===== src/rtl/data_path_param.sv =====
// data_path_param: IR, PC, register file, ALU and flags; define DP_MUL_EN to add the iterative multiplier
module data_path_param #(
  parameter int DATA_W = 16,
  parameter int REG_N  = 4,
  parameter int ADDR_W = 5
) (
  input  logic              clk,
  input  logic              rst,
  input  logic              branch,
  input  logic              pc_enable,
  input  logic              ir_enable,
  input  logic              addr_sel,
  input  logic              c_sel,
  input  logic [2:0]        operation,
  input  logic              alu_start,
  input  logic              write_reg_enable,
  input  logic              flags_reg_enable,
  output logic [7:0]        opcode,
  output logic              alu_busy,
  output logic              alu_done,
  output logic              zero_op,
  output logic              neg_op,
  output logic              unsigned_overflow,
  output logic              signed_overflow,
  output logic [ADDR_W-1:0] ram_addr,
  output logic [DATA_W-1:0] data_out,
  input  logic [DATA_W-1:0] data_in
);
  localparam int RW = $clog2(REG_N);
  logic [ADDR_W-1:0] pc, mem_addr;
  logic [DATA_W-1:0] ir, bus_a, bus_b, bus_c, alu_out, res, addend;
  logic [DATA_W-1:0] regs [REG_N];
  logic [RW-1:0] a_addr, b_addr, c_addr;
  logic [DATA_W:0] sum;
  logic is_ld, is_st, is_mv, is_alu, sub, arith, c_comb, v_comb, carry, sov, unused_ir;
  assign opcode = ir[DATA_W-1 -: 8];
  assign is_ld = opcode == 8'h81;
  assign is_st = opcode == 8'h82;
  assign is_mv = opcode == 8'h91;
  assign is_alu = opcode >= 8'hA1 && opcode <= 8'hA6;
  assign a_addr = is_st ? ir[ADDR_W+RW-1:ADDR_W] : (is_mv || is_alu) ? ir[RW-1:0] : '0;
  assign b_addr = is_mv ? ir[RW-1:0] : is_alu ? ir[2*RW-1:RW] : '0;
  assign c_addr = is_ld ? ir[ADDR_W+RW-1:ADDR_W] : is_mv ? ir[2*RW-1:RW] : is_alu ? ir[3*RW-1:2*RW] : '0;
  assign mem_addr = (is_ld || is_st || is_mv || opcode[7:4] == 4'h0) ? ir[ADDR_W-1:0] : '0;
  assign unused_ir = ^ir;
  assign bus_a = regs[a_addr];
  assign bus_b = regs[b_addr];
  assign bus_c = c_sel ? data_in : alu_out;
  assign data_out = bus_a;
  assign ram_addr = addr_sel ? mem_addr : pc;
  // SUB computes b - a as b + ~a + 1 so one adder serves both
  always_comb begin
    sub = operation == 3'b001;
    arith = operation[2:1] == 2'b00;
    addend = sub ? ~bus_a : bus_a;
    sum = {1'b0, bus_b} + {1'b0, addend} + {{DATA_W{1'b0}}, sub};
    res = arith ? sum[DATA_W-1:0] :
          operation == 3'b010 ? (bus_a & bus_b) :
          operation == 3'b011 ? (bus_a | bus_b) :
          operation == 3'b100 ? (bus_a ^ bus_b) : '0;
    c_comb = arith & sum[DATA_W];
    v_comb = arith & (sum[DATA_W] ^ bus_b[DATA_W-1] ^ addend[DATA_W-1] ^ sum[DATA_W-1]);
  end
`ifdef DP_MUL_EN
  typedef enum logic [1:0] {IDLE, RUN, DONE} mul_state_t;
  localparam int CW = $clog2(DATA_W);
  mul_state_t state;
  logic [2*DATA_W-1:0] prod;
  logic [DATA_W-1:0] mcand;
  logic [CW-1:0] cnt;
  logic [DATA_W:0] step;
  assign step = {1'b0, prod[2*DATA_W-1:DATA_W]} + (prod[0] ? {1'b0, mcand} : '0);
  // operands are captured at start, so register writes during RUN cannot disturb the product
  always_ff @(posedge clk) begin
    if (rst) begin
      state <= IDLE;
      prod <= '0;
      mcand <= '0;
      cnt <= '0;
    end else if (state == IDLE && alu_start && operation == 3'b101) begin
      state <= RUN;
      mcand <= bus_a;
      prod <= {{DATA_W{1'b0}}, bus_b};
      cnt <= '0;
    end else if (state == RUN) begin
      prod <= {step, prod[DATA_W-1:1]};
      cnt <= cnt + 1'b1;
      if (cnt == CW'(DATA_W - 1)) state <= DONE;
    end else if (state == DONE) begin
      state <= IDLE;
    end
  end
  assign alu_busy = state == RUN;
  assign alu_done = !rst && ((state == IDLE && alu_start && operation != 3'b101) || state == DONE);
  assign alu_out = state == DONE ? prod[DATA_W-1:0] : res;
  assign carry = state == DONE ? |prod[2*DATA_W-1:DATA_W] : c_comb;
  assign sov = state == DONE ? 1'b0 : v_comb;
`else
  assign alu_busy = 1'b0;
  assign alu_done = !rst && alu_start;
  assign alu_out = res;
  assign carry = c_comb;
  assign sov = v_comb;
`endif
  always_ff @(posedge clk) begin
    if (rst) begin
      pc <= '0;
      ir <= '0;
      for (int i = 0; i < REG_N; i++) regs[i] <= '0;
      zero_op <= 1'b0;
      neg_op <= 1'b0;
      unsigned_overflow <= 1'b0;
      signed_overflow <= 1'b0;
    end else begin
      if (pc_enable) pc <= branch ? mem_addr : pc + 1'b1;
      if (ir_enable) ir <= data_in;
      if (write_reg_enable) regs[c_addr] <= bus_c;
      if (flags_reg_enable) begin
        zero_op <= ~|alu_out;
        neg_op <= alu_out[DATA_W-1];
        unsigned_overflow <= carry;
        signed_overflow <= sov;
      end
    end
  end
endmodule


===== config.mk =====
export PLATFORM = sky130hd
export DESIGN_NAME = data_path_param
export DESIGN_NICKNAME = d
export VERILOG_FILES = /design/src/rtl/data_path_param.sv
export SDC_FILE = /design/constraint.sdc
export NUM_CORES = 1
export LEC_CHECK = 0
export CORE_ASPECT_RATIO = 0.75
export CORE_MARGIN = 2
export CORE_UTILIZATION = 53
export CTS_CLUSTER_SIZE = 16
export DETAILED_ROUTE_END_ITERATION = 16
export PLACE_DENSITY_LB_ADDON = 0.12
export SETUP_SLACK_MARGIN = 0.02
export SLEW_MARGIN = 30
export SYNTH_ARGS = -nofsm -noshare
export SYNTH_HDL_FRONTEND = slang
export SYNTH_SLANG_ARGS = --single-unit

===== constraint.sdc =====
create_clock -name clk -period 5.99 [get_ports clk]
set_input_delay 0.599 -clock clk [delete_from_list [all_inputs] [get_ports clk]]
set_output_delay 0.599 -clock clk [all_outputs]
set_load 0.01 [all_outputs]

==> results.tsv, run 1 <==
stage	metric	value	unit
placement	port-buffer-count	62	
timing	finalSetupTns	0	ps
timing	worst_slew_margin_rel	35.5	%
outcome	status	finished clean	
global_route	largest_net_degree_at_the_start_of_global_routing	36	
logic_synthesis	synth_largest_area_cell	sky130_fd_sc_hd__edfxtp_1	
logic_synthesis	postSynthAreaPerCell	9.02	um2
logic_synthesis	synth.net_count	829	
final_layout	layout-drive-gt1-share	11.1	%
placement	place.gp.congestion	0.962	
die	core_area	0.0124	mm2
timing	layout_min_cycle_time	5670	ps
power_and_ir_drop	p_per_area	221	mW/mm2
final_layout	antennaDiodeCount	0	
clock_tree	cts_tree	done	
worst_hold_path	worst_hold_path_type	reg2reg	
die	total_number_of_placement_rows	35	
setup_path	crit_path_top_delay_cell	sky130_fd_sc_hd__or4_4	
setup_path	critical-path-top-delay-family	simple AND/OR/NAND/NOR gates	
setup_path	path_max_fanout	17	
logic_synthesis	cell_count_after_synthesis	751	
placement	pre_cts_ws	128	ps
setup_path	critical_setup_path_kind	reg2reg	
logic_synthesis	yosysSeqAreaShare	35.5	%
logic_synthesis	synth_enable_flop_cells	64	
timing	measured_slew_at_the_worst_slew_check_pin	968	ps
timing	finalSetupViolations	0	
drt	detailedRoute.firstIterationViolations	573	
die	die-area	0.0137	mm2
global_route	grt_remaining_overflow	0	
die	io-pin-count	64	
power_and_ir_drop	max-vdd-ir-drop	157	uV
drt	routedWlPerCell	20.6	um
setup_path	timing.reg2reg.setup_slack	320	ps
logic_synthesis	synth.lib_cells_used.distinct	74	
timing	hold_viol	0	
setup_path	timing.critical_path.to_type	flop	
die	starting_density	54.6	%
power_and_ir_drop	p_leak	3.27	nW
timing	clk_skew	8.27	ps
final_layout	flow.area_growth_from_synthesis	18.7	%
drt	vias	5967	
clock_tree	cts-htree-levels	3	
drt	detail_route.first_pass.iterations	7	
timing	rsz0062_at_grt	false	
logic_synthesis	post-synth-top-area-fraction	28.4	%
logic_synthesis	yosys-top-cells-area	sky130_fd_sc_hd__edfxtp_1 28%, sky130_fd_sc_hd__ha_1 8.9%, sky130_fd_sc_hd__mux2i_1 7.5%	
clock_tree	cts.sinks	88	
setup_path	cp.arrival	5940	ps
drt	route.detailed.drc	0	
timing	fin_crit_sh	94.7	%
clock_tree	clkTransAtPathRegs	70	ps
setup_path	timing.critical_path.cells	or3b_1 > or4_4 > o21ai_2 > buf_4 > and2_1 > a221o_1 > ha_1 > o21ai_0 > nor2_1 > nor2_1 > o21ai_0 > a21oi_1 > xnor2_1 > a222oi_1 > buf_4 > nand3b_1 > or4_1 > or4_1 > o32ai_2	
global_route	number_of_global_route_vias_before_repair	5542	
final_layout	final_net_count	894	
drt	via_per_inst	6.05	
clock_tree	cts_buffers	9	
logic_synthesis	dominantRegCellSynth	sky130_fd_sc_hd__edfxtp_1	
global_route	global_route_usage_over_all_layers	29.9	%
timing	finalMaxSlewViolations	0	
final_layout	nFillCells	1006	
die	chipHeight	102	um
global_route	wire_length_of_the_first_global_routing_pass	31000	um
timing	fmax	0.176	GHz
setup_path	startpoint_type	flop	
placement	hpwlAfterDp	14900	um
die	chip_width	135	um
setup_path	critical_path_required	6260	ps
setup_path	cp_slowest_stage_delay	590	ps
logic_synthesis	async_flop_share	0	%
logic_synthesis	seq_cells_post_synth	88	
clock_tree	clockRootBuffer	sky130_fd_sc_hd__clkbuf_16	
global_route	number_of_antenna_violations_at_the_first_check_in_global_routing	0	
clock_tree	insertion_delay	350	ps
drt	drt_wl_total	20300	um
timing	finalWorstSetupSlack	316	ps
clock_tree	cts.path.max_buffers	2	
drt	antenna_violating_nets_post_route	0	
setup_path	timing.critical_path.buf_inv	2	
logic_synthesis	yosys_warnings	0	
logic_synthesis	synth_area	0.00677	mm2
run	maximum_capacitance_violations	0	
[cell usage in the layout (no fill, tap or decap), types with 33 or more instances in the layout]
cell                              synthesis  layout
sky130_fd_sc_hd__ha_1                    48      48
sky130_fd_sc_hd__mux2i_1                 51      51
sky130_fd_sc_hd__clkdlybuf4s50_1          0      62
sky130_fd_sc_hd__o21ai_0                 46      44
sky130_fd_sc_hd__buf_4                   10      39
sky130_fd_sc_hd__a21oi_1                 33      33
sky130_fd_sc_hd__edfxtp_1                64      64
sky130_fd_sc_hd__nor2_1                 104     103
sky130_fd_sc_hd__nand2_1                 45      45
sky130_fd_sc_hd__inv_1                   56      56
[metal layers]
layer | global-route usage (%) | part of all wire (%) | vias to the layer above | wire [um]
li1 | - | - | 2815 | -
met1 | 43.5 | 48 | 2903 | 9680
met3 | 5.51 | 6.8 | 22 | 1380
met2 | 46.4 | 44 | 227 | 8950
met5 | 0 | 0 | - | 0
met4 | 7.53 | 1.4 | 0 | 284
[registers in the layout, indices dropped and copies added, names as in the netlist]
register,count
unsigned_overflow,1
ir,15
zero_op,1
regs,64
pc,5
signed_overflow,1
neg_op,1
[through the flow]
step                      cell area (um2)  cells  util [%]  hold WS (ps)  total power, mW
final                                8040    987      64.8           473             1.78
after global routing                 8040    987      64.8           516             1.85
after CTS                            8000    984      64.5           477             1.76
after detailed placement             7680    968      61.9           467             1.15
after global placement               7680    968      61.9           459             1.14
after floorplan                      6770    751         -           483            0.990
[synthesized netlist by cell type, types with 2 or more instances]
| cell | count |
|---|---|
| sky130_fd_sc_hd__a211o_1 | 2 |
| sky130_fd_sc_hd__a211oi_1 | 13 |
| sky130_fd_sc_hd__a21o_1 | 9 |
| sky130_fd_sc_hd__a21oi_1 | 33 |
| sky130_fd_sc_hd__a221o_1 | 11 |
| sky130_fd_sc_hd__a22o_1 | 2 |
| sky130_fd_sc_hd__a22oi_1 | 5 |
| sky130_fd_sc_hd__a311oi_1 | 2 |
| sky130_fd_sc_hd__a31oi_1 | 2 |
| sky130_fd_sc_hd__a32oi_1 | 2 |
| sky130_fd_sc_hd__and2_1 | 8 |
| sky130_fd_sc_hd__and3_1 | 4 |
| sky130_fd_sc_hd__buf_1 | 4 |
| sky130_fd_sc_hd__buf_2 | 2 |
| sky130_fd_sc_hd__buf_4 | 10 |
| sky130_fd_sc_hd__clkbuf_1 | 32 |
| sky130_fd_sc_hd__dfxtp_1 | 24 |
| sky130_fd_sc_hd__edfxtp_1 | 64 |
| sky130_fd_sc_hd__ha_1 | 48 |
| sky130_fd_sc_hd__inv_1 | 56 |
| sky130_fd_sc_hd__mux2_2 | 17 |
| sky130_fd_sc_hd__mux2i_1 | 51 |
| sky130_fd_sc_hd__nand2_1 | 45 |
| sky130_fd_sc_hd__nand2b_1 | 24 |
| sky130_fd_sc_hd__nand3_1 | 17 |
| sky130_fd_sc_hd__nand3b_1 | 3 |
| sky130_fd_sc_hd__nand4_1 | 4 |
| sky130_fd_sc_hd__nor2_1 | 104 |
| sky130_fd_sc_hd__nor2b_1 | 6 |
| sky130_fd_sc_hd__nor3_1 | 9 |
| sky130_fd_sc_hd__nor4_1 | 3 |
| sky130_fd_sc_hd__o211ai_1 | 9 |
| sky130_fd_sc_hd__o21ai_0 | 46 |
| sky130_fd_sc_hd__o21ai_1 | 2 |
| sky130_fd_sc_hd__o21bai_1 | 2 |
| sky130_fd_sc_hd__o22ai_1 | 5 |
| sky130_fd_sc_hd__o31ai_1 | 2 |
| sky130_fd_sc_hd__or2_2 | 2 |
| sky130_fd_sc_hd__or3_1 | 3 |
| sky130_fd_sc_hd__or4_1 | 3 |
| sky130_fd_sc_hd__xnor2_1 | 25 |
| sky130_fd_sc_hd__xor2_1 | 4 |
[logic make-up after synthesis]
| family | after synthesis | share of synthesized area [%] |
|---|---|---|
| other cells | 1 | 0.0554 |
| xor+xnor | 29 | 3.75 |
| simple gates | 243 | 17.1 |
| buf+inv | 104 | 6.36 |
| fa+ha+maj | 49 | 9.16 |
| mux | 71 | 11.1 |
| compound gates | 166 | 17.0 |
| flops | 88 | 35.5 |
[power by group]
part	total (mW)	switching [mW]	internal, mW
Sequential	0.715	0.0264	0.689
Combinational	0.438	0.252	0.186
Clock	0.623	0.255	0.368
Total	1.78	0.534	1.24
[final cells by class]
type / count / area, um2 / share of cell area [%]
sequential: 88 / 2400 / 29.9
clock buffer: 10 / 229 / 2.85
multi-input combinational: 559 / 3960 / 49.3
clock inverter: 6 / 92.6 / 1.15
inverter: 56 / 210 / 2.62
tap: 166 / 208 / 2.58
timing repair buffer: 102 / 933 / 11.6
[worst reg2reg max path, stage by stage, from the launching register on]
cell and delay (ps):
sky130_fd_sc_hd__dfxtp_1 410, sky130_fd_sc_hd__or3b_1 390, sky130_fd_sc_hd__or4_4 590, sky130_fd_sc_hd__o21ai_2 230
sky130_fd_sc_hd__buf_4 340, sky130_fd_sc_hd__and2_1 520, sky130_fd_sc_hd__a221o_1 360, sky130_fd_sc_hd__ha_1 340
sky130_fd_sc_hd__o21ai_0 190, sky130_fd_sc_hd__nor2_1 100, sky130_fd_sc_hd__nor2_1 160, sky130_fd_sc_hd__o21ai_0 100
sky130_fd_sc_hd__a21oi_1 180, sky130_fd_sc_hd__xnor2_1 90, sky130_fd_sc_hd__a222oi_1 250, sky130_fd_sc_hd__buf_4 190
sky130_fd_sc_hd__nand3b_1 70, sky130_fd_sc_hd__or4_1 390, sky130_fd_sc_hd__or4_1 500, sky130_fd_sc_hd__o32ai_2 210
[repair_timing]
action / in CTS / in global routing
resized for setup: 0 / 3
setup buffers: 0 / 3
hold buffers: 0 / 0
setup endpoints to repair: 0 / 1
[worst paths after layout]
check | depth (start not counted) | startpoint | to
max | 19 | ir[15] | zero_op
min | 2 | signed_overflow | signed_overflow
max reg2reg | 19 | ir[15] | zero_op
min reg2reg | 2 | signed_overflow | signed_overflow
Note: power is estimated with default switching activity, not from simulation.
==> run 2: changes to the inputs <==
- CORE_ASPECT_RATIO: 0.75 -> 1.1
==> run 2 against run 1 <==
Effect of this change: sequential power is essentially flat; via count down 1.5%; critical path type unchanged; critical path depth decreased by 1.
==> results.tsv, run 2 (same netlist as run 1, synthesis figures left out) <==
stage	metric	value	unit
outcome	status	finished clean	
placement	pre_cts_ws	16.2	ps
global_route	wire_length_of_the_first_global_routing_pass	30100	um
setup_path	cp.arrival	6040	ps
final_layout	most_flop_heavy_register	regs	
global_route	largest_net_degree_at_the_start_of_global_routing	36	
placement	port-buffer-count	62	
final_layout	final_common_cell	sky130_fd_sc_hd__nor2_1	
clock_tree	cts.sinks	88	
final_layout	largest_registers	regs (64), ir (15), pc (5)	
clock_tree	cts.path.max_buffers	2	
timing	finalSetupViolations	0	
die	chipHeight	123	um
timing	measured_slew_at_the_worst_slew_check_pin	948	ps
global_route	global_route_usage_over_all_layers	28.9	%
final_layout	nFillCells	1061	
power_and_ir_drop	p_leak	3.24	nW
timing	finalWorstSetupSlack	208	ps
clock_tree	cts_buffers	9	
placement	place.gp.congestion	1.07	
setup_path	startpoint_type	flop	
timing	fmax	0.173	GHz
final_layout	final_net_count	890	
timing	layout_min_cycle_time	5780	ps
global_route	number_of_global_route_vias_before_repair	5728	
setup_path	r2r_start	ir[11]	
power_and_ir_drop	p_per_area	214	mW/mm2
clock_tree	clockRootBuffer	sky130_fd_sc_hd__clkbuf_16	
setup_path	timing.critical_path.buf_inv	1	
timing	finalSetupTns	0	ps
final_layout	largest_register_ffs	64	
clock_tree	insertion_delay	350	ps
timing	clk_skew	9.67	ps
drt	antenna_violating_nets_post_route	0	
timing	hold_viol	0	
drt	detailedRoute.firstIterationViolations	581	
die	starting_density	54.0	%
setup_path	critical-path-top-delay-family	simple AND/OR/NAND/NOR gates	
timing	worst_slew_margin_rel	36.8	%
final_layout	layout.cells.most_common_list	103 x sky130_fd_sc_hd__nor2_1, 64 x sky130_fd_sc_hd__edfxtp_1, 62 x sky130_fd_sc_hd__clkdlybuf4s50_1	
power_and_ir_drop	finalPower	1.70	mW
setup_path	cp_slowest_stage_delay	590	ps
clock_tree	cts-hold-fix-buffers	0	
die	chip_width	112	um
timing	fin_crit_sh	96.5	%
setup_path	worst_r2r_path_depth	18	
timing	rsz0062_at_grt	false	
drt	drt_wl_total	19700	um
setup_path	timing.critical_path.to_type	flop	
setup_path	critical_path.reg2reg.endpoint	zero_op	
drt	routedWlPerCell	20.2	um
worst_hold_path	hold_path_startpoint	unsigned_overflow	
die	die-area	0.0137	mm2
global_route	number_of_antenna_violations_at_the_first_check_in_global_routing	0	
final_layout	flow.area_growth_from_synthesis	17.4	%
setup_path	path_max_fanout	7	
clock_tree	cts_tree	done	
clock_tree	cts-htree-levels	3	
global_route	grt_remaining_overflow	0	
setup_path	timing.critical_path.cells	or3b_1 > or4_4 > a32oi_4 > mux2_2 > o21ai_1 > buf_4 > xnor2_1 > fa_1 > a211oi_1 > nor2_1 > o31a_1 > nor3_2 > o21ai_0 > xnor2_1 > o21ai_0 > or4_1 > or4_1 > o32ai_2	
timing	fin_worst_hold_slack	468	ps
setup_path	critical_path_required	6250	ps
setup_path	critical_setup_path_kind	reg2reg	
drt	vias	5880	
drt	route.detailed.drc	0	
final_layout	antennaDiodeCount	0	
final_layout	layout-drive-gt1-share	10.6	%
run	maximum_capacitance_violations	0	
clock_tree	clkTransAtPathRegs	70	ps
placement	hpwlAfterDp	15000	um
worst_hold_path	hold-path-cell-count	2	
drt	via_per_inst	6.04	
drt	detail_route.first_pass.iterations	5	
timing	finalMaxSlewViolations	0	
worst_hold_path	worst_hold_path_type	reg2reg	
worst_hold_path	hold-path-endpoint	unsigned_overflow	
die	core_area	0.0125	mm2
setup_path	crit_path_top_delay_cell	sky130_fd_sc_hd__or4_4	
die	total_number_of_placement_rows	43	
die	io-pin-count	64	
power_and_ir_drop	max-vdd-ir-drop	212	uV
setup_path	timing.reg2reg.setup_slack	210	ps
[run 2: report_power, final]
part | leakage [nW] | total [mW] | switching (mW) | internal (mW)
Sequential | 0.861 | 0.715 | 0.0259 | 0.689
Combinational | 2.25 | 0.427 | 0.246 | 0.181
Clock | 0.136 | 0.557 | 0.234 | 0.323
[run 2: stage by stage]
stage | instance area, um2 | cells | util (%)
after floorplan | 6770 | 751 | -
after detailed placement | 7640 | 957 | 60.9
after global placement | 7640 | 957 | 60.9
final | 7950 | 974 | 63.4
after global routing | 7950 | 974 | 63.4
after CTS | 7930 | 973 | 63.3
[run 2: what timing repair did]
action	CTS	global route
gates resized for setup	2	7
cloned	0	0
endpoints found under the setup margin	1	1
pin swaps	0	2
setup buffers	0	1
[run 2: worst max-delay path by stage]
stage | startpoint | to | slack, ps | cells past startpoint
final | ir[11] | zero_op | 210 | 18
after global routing | ir[11] | zero_op | 20 | 19
after CTS | ir[15] | zero_op | 100 | 18
after detailed placement | ir[15] | zero_op | 20 | 18
after global placement | ir[15] | zero_op | 210 | 18
after floorplan | ir[15] | zero_op | 110 | 21
[run 2: layout make-up]
cell class	count	area, um2	area share (%)
clock inverter	5	56.3	0.708
tap	157	196	2.47
inverter	56	210	2.64
clock buffer	11	233	2.93
multi-input combinational	559	3960	49.7
timing repair buffer	98	898	11.3
sequential	88	2400	30.2
[run 2: routing by layer]
layer	global-route usage (%)	part of all wire, %	wire length (um)	vias up
li1	-	-	-	2798
met5	0	0	0	-
met3	4.35	6.8	1340	45
met2	47.5	48	9400	254
met1	37.4	42	8280	2783
met4	14.2	3.5	691	0
[run 2: worst min-delay path, cell delays in order (launching register included)]
cell and delay, ps:
sky130_fd_sc_hd__dfxtp_1 310, sky130_fd_sc_hd__nand2b_1 60, sky130_fd_sc_hd__a21oi_1 50
==> run 3: changes to the inputs <==
- CTS_CLUSTER_DIAMETER: not set -> 200
==> results of run 3 <==
Final layout, timing and power as in run 2 (identical DEF).
